**src/rtl/data_cache.sv**
```systemverilog
// Direct-mapped, write-through / write-allocate data cache with a two-state miss FSM.
// Optional hit/miss statistics counters are enabled by defining DATA_CACHE_STATS_EN.
module data_cache #(
    parameter int ADDRESS_WIDTH = 32,
    parameter int DATA_WIDTH    = 32,
    parameter int SETS          = 32
) (
    input  logic                     clk,
    input  logic                     rst_n,
    input  logic [ADDRESS_WIDTH-1:0] cpu_addr,
    input  logic                     cpu_re,
    input  logic                     cpu_we,
    input  logic [DATA_WIDTH-1:0]    cpu_wd,
    output logic [DATA_WIDTH-1:0]    cpu_rd,
    output logic                     stall,
    output logic [ADDRESS_WIDTH-1:0] mem_a,
    output logic [DATA_WIDTH-1:0]    mem_wd,
    output logic                     mem_we,
    input  logic [DATA_WIDTH-1:0]    mem_rd,
    output logic [31:0]              hit_count,
    output logic [31:0]              miss_count
);

    localparam int IDX_W = $clog2(SETS);
    localparam int TAG_W = ADDRESS_WIDTH - 2 - IDX_W;

    localparam logic [0:0] IDLE  = 1'b0;
    localparam logic [0:0] FETCH = 1'b1;

    logic [0:0]            state_q, state_d;
    logic [SETS-1:0]       valid_q;
    logic [TAG_W-1:0]      tag_q  [SETS];
    logic [DATA_WIDTH-1:0] data_q [SETS];

    logic [IDX_W-1:0]      idx;
    logic [TAG_W-1:0]      tag;
    logic                  hit;
    logic                  rd_miss;
    logic                  st_req;
    logic                  line_we;
    logic [DATA_WIDTH-1:0] line_wd;
    logic                  unused_addr_lsb;

    assign idx             = cpu_addr[2 +: IDX_W];
    assign tag             = cpu_addr[ADDRESS_WIDTH-1 -: TAG_W];
    assign unused_addr_lsb = ^cpu_addr[1:0];

    assign hit     = valid_q[idx] && (tag_q[idx] == tag);
    assign st_req  = (state_q == IDLE) && cpu_we;
    assign rd_miss = (state_q == IDLE) && cpu_re && !cpu_we && !hit;

    // A store always allocates; a fill commits the memory word on the edge leaving FETCH.
    assign line_we = st_req || (state_q == FETCH);
    assign line_wd = (state_q == FETCH) ? mem_rd : cpu_wd;

    always_comb begin
        state_d = state_q;
        case (state_q)
            IDLE:    if (rd_miss) state_d = FETCH;
            FETCH:   state_d = IDLE;
            default: state_d = IDLE;
        endcase
    end

    always_ff @(posedge clk or negedge rst_n) begin
        if (!rst_n) begin
            state_q <= IDLE;
            valid_q <= '0;
        end else begin
            state_q <= state_d;
            if (line_we) valid_q[idx] <= 1'b1;
        end
    end

    // Tag/data arrays carry no reset; valid_q alone decides whether a line is usable.
    always_ff @(posedge clk) begin
        if (line_we) begin
            tag_q[idx]  <= tag;
            data_q[idx] <= line_wd;
        end
    end

    // Outputs are forced quiet while reset is held so the CPU sees no spurious stall.
    assign stall  = rst_n && (rd_miss || (state_q == FETCH));
    assign mem_we = rst_n && st_req;
    assign mem_a  = {cpu_addr[ADDRESS_WIDTH-1:2], 2'b00};
    assign mem_wd = cpu_wd;
    assign cpu_rd = (rst_n && hit) ? data_q[idx] : '0;

`ifdef DATA_CACHE_STATS_EN
    logic        rd_hit;
    logic [31:0] hit_cnt_q, miss_cnt_q;

    assign rd_hit = (state_q == IDLE) && cpu_re && !cpu_we && hit;

    always_ff @(posedge clk or negedge rst_n) begin
        if (!rst_n) begin
            hit_cnt_q  <= '0;
            miss_cnt_q <= '0;
        end else begin
            if (rd_hit && (hit_cnt_q != 32'hFFFF_FFFF))   hit_cnt_q  <= hit_cnt_q + 32'd1;
            if (rd_miss && (miss_cnt_q != 32'hFFFF_FFFF)) miss_cnt_q <= miss_cnt_q + 32'd1;
        end
    end

    assign hit_count  = hit_cnt_q;
    assign miss_count = miss_cnt_q;
`else
    assign hit_count  = '0;
    assign miss_count = '0;
`endif

endmodule

```
**config.mk**
```make
export PLATFORM = sky130hd
export DESIGN_NAME = data_cache
export DESIGN_NICKNAME = d
export VERILOG_FILES = /design/src/rtl/data_cache.sv
export SDC_FILE = /design/constraint.sdc
export NUM_CORES = 2
export LEC_CHECK = 0
export CORE_MARGIN = 2
export CORE_UTILIZATION = 61
export DETAILED_ROUTE_END_ITERATION = 16
export GPL_TIMING_DRIVEN = 0
export MAX_ROUTING_LAYER = met4
export PLACE_DENSITY_LB_ADDON = 0.25
export RECOVER_POWER = 50
export SETUP_SLACK_MARGIN = 0.4
export SYNTH_ARGS = -nofsm -noshare
export SYNTH_HDL_FRONTEND = slang
export SYNTH_SLANG_ARGS = --single-unit
```
**constraint.sdc**
```tcl
create_clock -name clk -period 5.59 [get_ports clk]
set_input_delay 0.8385 -clock clk [delete_from_list [all_inputs] [get_ports clk]]
set_output_delay 0.8385 -clock clk [all_outputs]
set_load 0.01 [all_outputs]
```
==> impl_metrics.env <==
export IMPL_outcome="finished, violations left"
export IMPL_violations="capacitance limit, slew limit"
export IMPL_power_mw=29.47
export IMPL_grt_pass1_vias=40910
export IMPL_io_buffers=191
export IMPL_critPathArrivalTime_ns=4.52
export IMPL_min_path_type="in2async"
export IMPL_ant_nets=0
export IMPL_min_period_ns=5.355
export IMPL_r2r_setup_slack_ns=1.37
export IMPL_yosys_top_cells_area="edfxtp_1 76%, mux4_2 9.0%, mux2i_1 4.9%, o22ai_1 2.7%, buf_4 1.5%"
export IMPL_power_density_nw_per_um2=339.0
export IMPL_register_area_um2=55600
export IMPL_fin_nets=4193
export IMPL_rsz0062_at_grt="yes"
export IMPL_async_reset_ff_frac=0.01777
export IMPL_r2r_cells=6
export IMPL_drt_total_wl_mm=225.4
export IMPL_tritoncts="done"
export IMPL_route_detailed_drc=0
export IMPL_timing_final_ws_setup_ns=0.2346
export IMPL_finalSetupTns_ns=0
export IMPL_max_freq_ghz=0.1867
export IMPL_area_delta_synth_final_pct=20.93
export IMPL_timing_rr_start="state_q"
export IMPL_multi_input_area_um2=15820
export IMPL_dp_hpwl_mm=130.1
export IMPL_grt_max_degree=36
export IMPL_dpl_cell_count=5339
export IMPL_die_area_um2=120600
export IMPL_ctsHoldBuffers=0
export IMPL_critPathKind="in2out"
export IMPL_hold_viol=0
export IMPL_core_um2=116500
export IMPL_grt_usage=0.3834
export IMPL_dp_slack_ns=-2.323
export IMPL_fin_skew_ns=0.03421
export IMPL_grt_ovfl_total=0
export IMPL_yosys_area_top_type="edfxtp_1"
export IMPL_end_kind="primary output"
export IMPL_routed_via_density=7.162
export IMPL_grt_first_pass_wirelength_mm=309.1
export IMPL_ys_ff_latch=1857
export IMPL_yosys_area_top_type_share=0.7621
export IMPL_cts_sinks=1857
export IMPL_cts_path_max_buffers=3
export IMPL_clk_latency_ns=0.80
export IMPL_final_cell_mix="1824 x edfxtp_1, 339 x mux2i_1, 288 x mux4_2"
export IMPL_synth_area_um2=71880
export IMPL_required_ns=4.75
export IMPL_ys_seq_area_frac=0.7735
export IMPL_gp_congestion=0.8334
export IMPL_synthFlopType="edfxtp_1"
export IMPL_fin_crit_sh=0.9580
export IMPL_reg2reg_to="tag_q[7][18]"
export IMPL_ys_types=52
export IMPL_initial_core_util=0.6169
export IMPL_ys_warn_count=0
export IMPL_pin_count=262
export IMPL_rows=125
export IMPL_syn_mean_instance_area_um2=20.81
export IMPL_final_common_cell="edfxtp_1"
export IMPL_stdcell_count=5769
export IMPL_p_leak_nw=29.25
export IMPL_path_clk_slew_ns=0.07
export IMPL_wl_per_cell_um=39.07
export IMPL_drt_first_iter_violations=7297
export IMPL_drt_pass1_iterations=6
export IMPL_drv_slew=118
export IMPL_setup_viol=0
export IMPL_root_buffer="clkbuf_16"
export IMPL_h_tree_depth=4
export IMPL_dieWidth_um=347.3
export IMPL_fillCellCount=6133
export IMPL_drv_cap=5
export IMPL_cts_inserted_buffers=177
export IMPL_start_kind="primary input"
export IMPL_num_vias=41320
export IMPL_ir_worst_vdd_mv=0.4286
export IMPL_die_h_um=347.3
export IMPL_worstMarginPinSlew_ns=1.881
export IMPL_max_slew_margin=-0.2588
export IMPL_synth_cells=3454
export IMPL_synth_edf_count=1824
export IMPL_antenna_found_initial=6
export IMPL_layout_drive_gt1_share=0.2965
export IMPL_crit_fanout=10
## cells in the mapped netlist (4+ instances only)
master / instances
edfxtp_1: 1824
mux2i_1: 352
o22ai_1: 305
mux4_2: 288
buf_4: 144
buf_2: 77
clkbuf_1: 54
nor4_1: 45
nor2_1: 43
or4_1: 34
dfrtp_1: 33
or2_2: 33
mux2_2: 32
buf_1: 30
nor3_2: 30
and3_1: 16
a21oi_1: 15
a22oi_1: 14
buf_6: 9
nand4bb_1: 6
and3b_1: 5
nand2_1: 5
nand4b_1: 5
nand4_1: 4
or4b_4: 4
## stage by stage
| step | utilization | hold WS [ns] | area [um^2] |
|---|---|---|---|
| final | 0.7460 | 0.1592 | 86920 |
| after floorplan | - | 0.4337 | 72130 |
| after CTS | 0.7379 | 0.1389 | 85980 |
| after detailed placement | 0.6739 | 0.4503 | 78520 |
| after global placement | 0.6518 | 0.4456 | 75950 |
| after global routing | 0.7460 | 0.2028 | 86920 |
## power breakdown
group,internal (mW),switching (mW),total (mW),leakage [nW]
Combinational,0.792,1.20,1.99,9.70
Sequential,15.5,0.0630,15.6,16.8
Clock,6.64,5.22,11.9,2.75
Total,23.0,6.49,29.5,29.3
## state kept, by name, summed over array words and instances (netlist names)
signal   count
data_q    1024
tag_q      800
valid_q     32
state_q      1
## layout make-up
class                      instances  area share
clock buffer                     233     0.05507
buffer                           313     0.03381
inverter                           3   0.0001296
multi-input combinational       1345      0.1819
timing repair buffer             396     0.05769
tap                             1524     0.02194
clock inverter                    93    0.009630
antenna                            5   0.0001439
sequential                      1857      0.6396
## worst max-delay path by stage
stage / from / endpoint
after floorplan: cpu_addr[3] / data_q[11][0]
after global placement: cpu_addr[3] / valid_q[11]
after detailed placement: cpu_addr[6] / cpu_rd[0]
after CTS: cpu_addr[2] / cpu_rd[4]
after global routing: cpu_addr[21] / cpu_rd[2]
final: cpu_addr[3] / cpu_rd[5]
## cells by family after synthesis
logic type / after synthesis / synth area share
and+or+nand+nor: 255 / 0.02467
muxes: 672 / 0.1443
xor gates and xnor gates: 4 / 0.0004875
DFF: 1857 / 0.7735
other: 1 / 0.00005217
buffers and inverters: 317 / 0.02636
AOI/OAI and AO/OA: 348 / 0.03062
## per-layer routing
layer / track usage / part of all wire / up-vias
li1: - / - / 15600
met1: 0.4771 / 0.32 / 20700
met2: 0.5868 / 0.47 / 4013
met3: 0.09413 / 0.14 / 1009
met4: 0.2092 / 0.070 / 0
met5: - / 0 / -
## worst max-delay path, cell delays in order
cell	delay, ns
buf_8	0.13
buf_12	0.16
buf_12	0.19
buf_12	0.18
buf_4	0.31
clkbuf_1	0.49
buf_2	0.55
mux4_2	0.31
o22ai_1	0.09
or4_1	0.55
nor3_4	0.38
clkdlybuf4s15_2	0.29
## repair_timing
item,CTS,global route
endpoints found under the setup margin,126,33
cloned,1,5
pin swaps,35,37
resized for setup,489,154
buffers inserted,55,38
Note: power is estimated with default switching activity, not from simulation.
